===== config.mk =====
export PLATFORM = sky130hd
export DESIGN_NAME = fifo_ctrl
export DESIGN_NICKNAME = d
export VERILOG_FILES = /design/src/rtl/fifo_ctrl.sv
export SDC_FILE = /design/constraint.sdc
export NUM_CORES = 1
export LEC_CHECK = 0
export ABC_AREA = 1
export CAP_MARGIN = 20
export CORE_AREA = 3 3 40 42
export CTS_BUF_LIST = sky130_fd_sc_hd__clkbuf_4 sky130_fd_sc_hd__clkbuf_8
export DETAILED_ROUTE_END_ITERATION = 10
export DIE_AREA = 0 0 43 45
export GPL_TIMING_DRIVEN = 0
export PLACE_DENSITY = 0.68
export SYNTH_ARGS = -nofsm -noshare
export SYNTH_HDL_FRONTEND = slang
export SYNTH_SLANG_ARGS = --single-unit

===== constraint.sdc =====
create_clock -name clk -period 4.45 [get_ports clk]
set_input_delay 0.89 -clock clk [delete_from_list [all_inputs] [get_ports clk]]
set_output_delay 0.89 -clock clk [all_outputs]
set_load 0.03 [all_outputs]

===== src/rtl/fifo_ctrl.sv =====
// Pointer/status controller for a DEPTH-entry FIFO storage array; optional FIFO_CTRL_ERR_FLAG_EN adds sticky overflow/underflow.
// Latency: wr_en is combinational with the push; pointers, count and flags update on the same edge (storage read data follows 1 cycle later).
// Backpressure: pushes while full and pops while empty are rejected without touching pointers or count.
module fifo_ctrl #(
    parameter int ADDR_WIDTH = 2,
    parameter int AF_THRESH  = 3,
    parameter int AE_THRESH  = 1
) (
    input  logic                  clk,
    input  logic                  reset_n,
    input  logic                  wr,
    input  logic                  rd,
    output logic                  wr_en,
    output logic [ADDR_WIDTH-1:0] w_addr,
    output logic [ADDR_WIDTH-1:0] r_addr,
    output logic                  full,
    output logic                  empty,
    output logic                  almost_full,
    output logic                  almost_empty,
    output logic [ADDR_WIDTH:0]   count
`ifdef FIFO_CTRL_ERR_FLAG_EN
    ,
    input  logic                  err_clr,
    output logic                  overflow,
    output logic                  underflow
`endif
);

    localparam int                CW      = ADDR_WIDTH + 1;
    localparam int                DEPTH   = 1 << ADDR_WIDTH;
    localparam logic [CW-1:0]     DEPTH_C = CW'(DEPTH);
    localparam logic [CW-1:0]     AF_C    = CW'(AF_THRESH);
    localparam logic [CW-1:0]     AE_C    = CW'(AE_THRESH);

    logic [ADDR_WIDTH-1:0] w_ptr_q, w_ptr_d;
    logic [ADDR_WIDTH-1:0] r_ptr_q, r_ptr_d;
    logic [CW-1:0]         count_q, count_d;
    logic                  full_q, full_d;
    logic                  empty_q, empty_d;
    logic                  af_q, af_d;
    logic                  ae_q, ae_d;
    logic                  push_ok;
    logic                  pop_ok;

    // Acceptance uses the registered flags, so a simultaneous push/pop on a
    // full FIFO only pops and on an empty FIFO only pushes.
    always_comb begin
        push_ok = wr & ~full_q;
        pop_ok  = rd & ~empty_q;
        w_ptr_d = w_ptr_q + ADDR_WIDTH'(push_ok);
        r_ptr_d = r_ptr_q + ADDR_WIDTH'(pop_ok);
        count_d = count_q + CW'(push_ok) - CW'(pop_ok);
        full_d  = (count_d == DEPTH_C);
        empty_d = (count_d == '0);
        af_d    = (count_d >= AF_C);
        ae_d    = (count_d <= AE_C);
    end

    always_ff @(posedge clk or negedge reset_n) begin
        if (!reset_n) begin
            w_ptr_q <= '0;
            r_ptr_q <= '0;
            count_q <= '0;
            full_q  <= 1'b0;
            empty_q <= 1'b1;
            af_q    <= 1'b0;
            ae_q    <= 1'b1;
        end else begin
            w_ptr_q <= w_ptr_d;
            r_ptr_q <= r_ptr_d;
            count_q <= count_d;
            full_q  <= full_d;
            empty_q <= empty_d;
            af_q    <= af_d;
            ae_q    <= ae_d;
        end
    end

    // full_q is cleared by reset, so the write enable needs an explicit reset gate.
    assign wr_en        = push_ok & reset_n;
    assign w_addr       = w_ptr_q;
    assign r_addr       = r_ptr_q;
    assign count        = count_q;
    assign full         = full_q;
    assign empty        = empty_q;
    assign almost_full  = af_q;
    assign almost_empty = ae_q;

`ifdef FIFO_CTRL_ERR_FLAG_EN
    logic ovf_q, ovf_d;
    logic unf_q, unf_d;

    // A new error event takes priority over a clear in the same cycle.
    always_comb begin
        ovf_d = ovf_q;
        unf_d = unf_q;
        if (err_clr) begin
            ovf_d = 1'b0;
            unf_d = 1'b0;
        end
        if (wr && full_q) begin
            ovf_d = 1'b1;
        end
        if (rd && empty_q) begin
            unf_d = 1'b1;
        end
    end

    always_ff @(posedge clk or negedge reset_n) begin
        if (!reset_n) begin
            ovf_q <= 1'b0;
            unf_q <= 1'b0;
        end else begin
            ovf_q <= ovf_d;
            unf_q <= unf_d;
        end
    end

    assign overflow  = ovf_q;
    assign underflow = unf_q;
`endif

endmodule

==> impl_summary.txt <==
----------------------------------------------------
[Clocking]
  Post-CTS Setup Inserts ... 0
  Clock tree from TritonCTS ... done
  Clk pin slew, worst setup/hold paths ... roughly 0.070 ns
  Clock insertion delay at the later pin of the skew report ... 0.27 ns
  Post-cts repair resize count ... 0
  Library cell used as clock root buffer ... sky130_fd_sc_hd__clkbuf_4
  Count of H-tree levels built during CTS ... 1
  TritonCTS sink count ... 11
  Number of hold buffers added after CTS ... 0
  Number of buffers added by the clock tree synthesis step ... 3
  Maximum root-to-sink buffer count ... 2

[Floorplan]
  Placeable core region ... about 1300 sq um
  Die Ht ... about 45 um
  Total number of placement rows ... 13
  Width of the die ... about 43 um
  Die area ... 1940 sq um
  Effective utilization at floorplan ... between 30% and 40%
  Ports ... 16

[Yosys]
  Syn Area/Cell ... between 9 and 10 sq um
  Post-Syn Instances ... 50
  Flops & latches, synth ... 11
  Net count after synthesis ... 57
  Synth warn ... 0
  Mapped Area ... about 500 sq um
  Sequential-to-total area share from yosys stat ... roughly 56%
  Distinct cell type count after synthesis ... 14

[Power and ir drop]
  Power density over the cells ... roughly 900 nW/um^2
  Net Switching ... about 280 uW
  Share of total power in combinational logic ... around 57%
  Int Power ... roughly 340 uW
  Power share of the clock group ... 12.1%
  Net Sw Frac ... 45.1%
  Peak VDD IR ... 0.428 mV
  Leakage power summed over all cells ... between 0.0003 and 0.0004 uW
  Sequential share of power ... a little under a third

[Setup path]
  Startpoint type of the worst setup path ... input port
  CP Data Required Time ... around 3.6 ns
  Startpoint of the worst-slack reg-to-reg timing path ... empty$_DFF_PN1_
  Worst reg2reg path depth ... 8
  Classification of the worst setup path ... input port to output port
  Critical path startpoint ... reset_n
  Critical path capture point type ... output port
  Worst r2r dst ... full$_DFF_PN0_
  Maximum fanout along the worst path ... 12
  Endpoint of the worst setup timing path ... wr_en
  Register-to-register path setup slack ... 2.53 ns
  Worst EP arrival ... ~2.5 ns

[Placement]
  Dpl hpwl ... roughly 660 um
  Final RePlAce weighted congestion ... just under 0.8
  Port Buffers ... 15
  Area of placed instances ... ~670 sq um

[Drt]
  Routed via count ... slightly below 400
  Drt initial violations ... 2
  DRT Wirelength ... between 800 and 900 um
  Number of DRC violations after detailed routing ... 0
  Number of optimization iterations in the first detailed-route pass ... 2
  Antenna Nets Post-Route ... 0
  Wirelength per Cell ... about 10 um
  Number of vias per cell after detailed routing ... around 4.6

[Global routing]
  Overall global routing resource usage ... about 12%
  Wire length of the first global-routing pass ... 1660 um
  Pin count of the biggest net entering global routing ... 13
  Via count of the first global-routing pass ... around 400
  Overflow after GRT ... 0
  Initial antenna violation count ... 0

[Final layout]
  Ratio of cells with drive above 1 in the final layout ... 13.0%
  Post-Route Utilization ... roughly 54%
  Number of fill cells in the layout ... approximately 110
  Antenna fix cells ... 0
  Synthesis-to-finish area growth ... 40.1%
  Final non-filler cell area ... 696 sq um
  Net count, final ... 77

[Job]
  Number of violations of the max-capacitance limit ... 0

[STA]
  Total count of max-transition violations in the final report ... 0
  Transition at the pin with the smallest max-transition slack ... 0.504 ns
  Final critical-path share of the clock period ... 77.2%
  Max-slew headroom at the worst pin ... 66.3%
  Unrepaired setup endpoints after global routing ... no
  Maximum clock frequency ... a little under 0.3 GHz
  Clock Skews ... a little over 0.004 ns
  Final worst path period need ... between 3 and 4 ns
  Number of setup violations in the final report ... 0
  Setup TNS ... 0 ns
  Final Hold Violating Endpoints ... 0

[Outcome]
  Outcome ... complete, no violations

[Min path]
  Min-delay worst type ... flop to flop

----------------------------------------------------
-- power by group through the flow --
stage | registers [uW] | logic, uW | clock network [uW]
finish | 189 | 355 | 74.7
global route | 199 | 392 | 78.9
CTS | 190 | 360 | 76.6
detailed placement | 191 | 358 | 0
global placement | 190 | 352 | 0
floorplan | 281 | 139 | 0
-- synth_stat cells (all sizes together) --
master  number  area share (%)
nand2       14              12
nand3        2             2.0
nor3         1             1.0
inv          9             6.8
fa           1             4.0
or2          1             1.3
nor2         5             5.3
dfrtp        9              45
xor2         2             3.5
xnor2        2             3.5
dfstp        2              11
ha           2             5.0
-- worst min-delay path by stage --
stage,startpoint,endpoint,slack [ns],cells past startpoint
floorplan,reset_n,almost_full$_DFF_PN0_,0.59,0
global route,w_addr[1]$_DFF_PN0_,w_addr[1]$_DFF_PN0_,0.50,1
global placement,w_addr[1]$_DFF_PN0_,w_addr[1]$_DFF_PN0_,0.45,1
detailed placement,w_addr[1]$_DFF_PN0_,w_addr[1]$_DFF_PN0_,0.46,1
CTS,w_addr[1]$_DFF_PN0_,w_addr[1]$_DFF_PN0_,0.48,1
finish,w_addr[1]$_DFF_PN0_,w_addr[1]$_DFF_PN0_,0.47,1
-- registers in the layout (all words and copies together) (netlist names) --
signal	cells
r_addr	2
full	1
w_addr	2
almost_full	1
count	3
empty	1
almost_empty	1
-- metal layers --
layer / vias to the layer above / part of all wire, % / track usage, %
met5: - / 0 / 0
met4: 0 / 2.2 / 7.23
met3: 2 / 9.3 / 3.19
met2: 14 / 45 / 16.8
met1: 189 / 43 / 15.4
li1: 185 / - / -
-- cell usage in the layout, fill, tap and decap left out --
cell type / n
sky130_fd_sc_hd__clkdlybuf4s50_1: 15
sky130_fd_sc_hd__nand2_1: 12
sky130_fd_sc_hd__inv_1: 9
sky130_fd_sc_hd__dfrtp_1: 9
sky130_fd_sc_hd__nor2_1: 4
sky130_fd_sc_hd__clkbuf_4: 4
sky130_fd_sc_hd__xnor2_1: 2
sky130_fd_sc_hd__xor2_1: 2
sky130_fd_sc_hd__nand2_2: 2
sky130_fd_sc_hd__nand3_1: 2
sky130_fd_sc_hd__ha_1: 2
sky130_fd_sc_hd__dfstp_2: 2
sky130_fd_sc_hd__nor3_1: 1
sky130_fd_sc_hd__nor2_4: 1
sky130_fd_sc_hd__or2_1: 1
sky130_fd_sc_hd__fa_1: 1
-- through the flow --
stage	setup WS [ns]	power, uW	hold WS [ns]	std cells
after floorplan	2.18	419	0.594	50
after global placement	0.988	542	0.454	80
after detailed placement	0.971	549	0.463	80
after CTS	0.972	627	0.476	84
after global routing	0.868	670	0.503	84
final	1.02	619	0.467	84
-- layout make-up --
type | instances | area, sq um | area share (%)
Sequential cell | 11 | 278 | 39.9
Multi-Input combinational cell | 30 | 185 | 26.6
Timing Repair Buffer | 15 | 150 | 21.6
Inverter | 9 | 33.8 | 4.86
Clock buffer | 4 | 30.0 | 4.32
Tap cell | 15 | 18.8 | 2.70
-- critical path, cell delays in order --
cell and delay (ns):
sky130_fd_sc_hd__clkdlybuf4s50_1 0.78, sky130_fd_sc_hd__inv_1 0.09, sky130_fd_sc_hd__nor2_1 0.11, sky130_fd_sc_hd__clkdlybuf4s50_1 0.67
-- kinds of logic (layout without fill, tap and decap cells) --
family	count (synthesis)	count (layout)	share of synthesized area, %
simple gates	23	23	21.2
flops	11	11	55.9
buf+inv	9	28	6.80
xor+xnor	4	4	7.05
fa+ha+maj	3	3	9.07
Power figures use the tool's default switching activity.
==> patch, RTL diff (config.mk and constraints unchanged) <==
Change the parameter `ADDR_WIDTH` from 2 to 1.
--- a/src/rtl/fifo_ctrl.sv
+++ b/src/rtl/fifo_ctrl.sv
@@ -2,7 +2,7 @@
 // Latency: wr_en is combinational with the push; pointers, count and flags update on the same edge (storage read data follows 1 cycle later).
 // Backpressure: pushes while full and pops while empty are rejected without touching pointers or count.
 module fifo_ctrl #(
-    parameter int ADDR_WIDTH = 2,
+    parameter int ADDR_WIDTH = 1,
     parameter int AF_THRESH  = 3,
     parameter int AE_THRESH  = 1
 ) (
Interface: changed (resized count, r_addr and w_addr); port bits go from 16 to 13. No check against the original RTL was run, so the function may have changed too.
==> patch against the original RTL <==
Area after synthesis decreased by 27%. Setup slack improved by 0.11 ns. Combinational power is 24% lower. Global-route usage is 4.6 points lower. Total power decreased by 26%. Sequential cell count is 3 lower. Wire length shrank 34%. Cell area decreased by 25%. Largest cell class unchanged.
==> patch: results (changes against the original RTL) <==
----------------------------------------------------
[Outcome]
  Status ... finished clean (unchanged)

[Global routing]
  First-pass GRT wire length ... 952 µm (was 1660 µm)
  Number of global-route vias before repair ... 236 (was 402)
  All-Layer GR Usage ... 0.0699 (was 0.116)
  Largest net degree at the start of global routing ... 10 (was 13)
  Antenna violations before repair ... 0 (unchanged)

[Placed design]
  HPWL after detailed placement ... 467 µm (was 661 µm)
  DP Area ... 502 µm² (was 666 µm²)
  Last weighted congestion value of the routability-driven placer ... 0.665 (was 0.771)
  Port Buffer Count ... 12 (was 15)

[Final layout]
  Number of flip-flops in the largest register ... 2 (was 3)
  Share of post-route cells with drive strength above 1 ... 0.235 (was 0.130)
  Number of nets in the final layout ... 59 (was 77)
  Number of filler cells placed in the layout ... 136 (was 114)

[STA]
  Slew at the pin closest to its max-slew limit ... 0.371 ns (was 0.504 ns)
  Worst Clk Skew ... 0.000239 ns (was 0.00407 ns)

[Critical path]
  Reg2Reg Depth ... 9 (was 8)
  FF-to-FF setup slack ... 2.85 ns (was 2.53 ns)
  Worst EP arrival ... 2.44 ns (was 2.54 ns)

[Route]
  Vias per std cell ... 4.00 (was 4.64)
  Initial drt markers ... 1 (was 2)
  Routed len/inst ... 8.65 µm (was 10.3 µm)

[Logic synthesis]
  Count of distinct cell types in the synthesized netlist ... 12 (was 14)
  Sequential element share of the synthesized area ... 0.559 (about the same)
  Ranking of synthesized cells by instance count ... 9 x inv_1, 6 x dfrtp_1, 5 x nand2_2 (was 12 x nand2_1, 9 x dfrtp_1, 9 x inv_1)
  Number of nets produced by synthesis ... 42 (was 57)
  Dominant cells by area after synthesis ... dfrtp_1 41%, dfstp_2 14%, inv_1 9.3% (was dfrtp_1 45%, dfstp_2 11%, nand2_1 9.1%)
  Most instantiated flip-flop cell in the synthesis netlist ... dfrtp_1 (unchanged)

[Clocking]
  Clock input transition at the sequential cells of the worst setup and hold paths ... 0.05 ns (was 0.07 ns)
  Clock insertion delay at the later pin of the skew report ... 0.24 ns (was 0.27 ns)

[Pwr]
  Sw Share ... 0.431 (was 0.451)
  Static leakage power ... 0.260 nW (was 0.342 nW)
  VDD IR-drop max ... 0.000344 V (was 0.000428 V)

[Min path]
  Origin of the worst min-delay path ... w_addr$_DFF_PN0_ (was w_addr[1]$_DFF_PN0_)
  Terminating pin of the worst hold path ... w_addr$_DFF_PN0_ (was w_addr[1]$_DFF_PN0_)

----------------------------------------------------
==> patch: stage by stage <==
step / setup WS (ns) / util / hold WS, ns / std cells / power (mW)
detailed placement: 1.09 / 0.390 / 0.471 / 63 / 0.409
global placement: 1.10 / 0.390 / 0.461 / 63 / 0.406
floorplan: 2.17 / - / 0.594 / 36 / 0.316
CTS: 1.09 / 0.408 / 0.477 / 66 / 0.464
global route: 0.983 / 0.408 / 0.520 / 66 / 0.490
finish: 1.12 / 0.408 / 0.473 / 66 / 0.455
==> patch: logic make-up (layout without fill, tap and decap cells) <==
| kind of cell | after synthesis | after routing | share of synthesized area |
|---|---|---|---|
| AND/OR/NAND/NOR | 15 | 15 | 0.210 |
| buffers and inverters | 9 | 24 | 0.0931 |
| flip-flops | 8 | 8 | 0.559 |
| adder cells (fa/ha/maj) | 2 | 2 | 0.0690 |
| XOR/XNOR | 2 | 2 | 0.0690 |
==> patch: layout make-up <==
class | count | share of cell area
clock buffer | 3 | 0.0430
inverter | 9 | 0.0644
multi-input combinational | 19 | 0.241
sequential | 8 | 0.387
tap | 15 | 0.0358
timing repair buffer | 12 | 0.229
==> patch: worst max-delay path by stage <==
stage	startpoint	endpoint	slack [ns]
finish	reset_n	wr_en	1.12
global route	reset_n	wr_en	0.98
CTS	reset_n	wr_en	1.09
detailed placement	reset_n	wr_en	1.09
global placement	reset_n	wr_en	1.10
floorplan	wr	wr_en	2.17
==> patch: per-layer routing <==
layer | track usage | vias up | routed length, µm
met5 | 0 | - | 0
met4 | 0.0361 | 0 | 0
met3 | 0.0518 | 0 | 72
met2 | 0.0928 | 12 | 252
met1 | 0.0821 | 117 | 247
li1 | - | 135 | -
==> patch: worst max-delay path, cell delays in order <==
cell and delay [ns]:
clkdlybuf4s50_1 0.69, inv_1 0.07, nor2_1 0.11, clkdlybuf4s50_1 0.67
==> patch: power groups by stage <==
stage          combinational [mW]  sequential (mW)  clock [mW]
2_1_floorplan               0.108            0.208           0
3_3_place_gp                0.269            0.137           0
3_5_place_dp                0.272            0.137           0
4_1_cts                     0.273            0.136      0.0553
5_1_grt                     0.289            0.140      0.0615
6_report                    0.269            0.135      0.0517
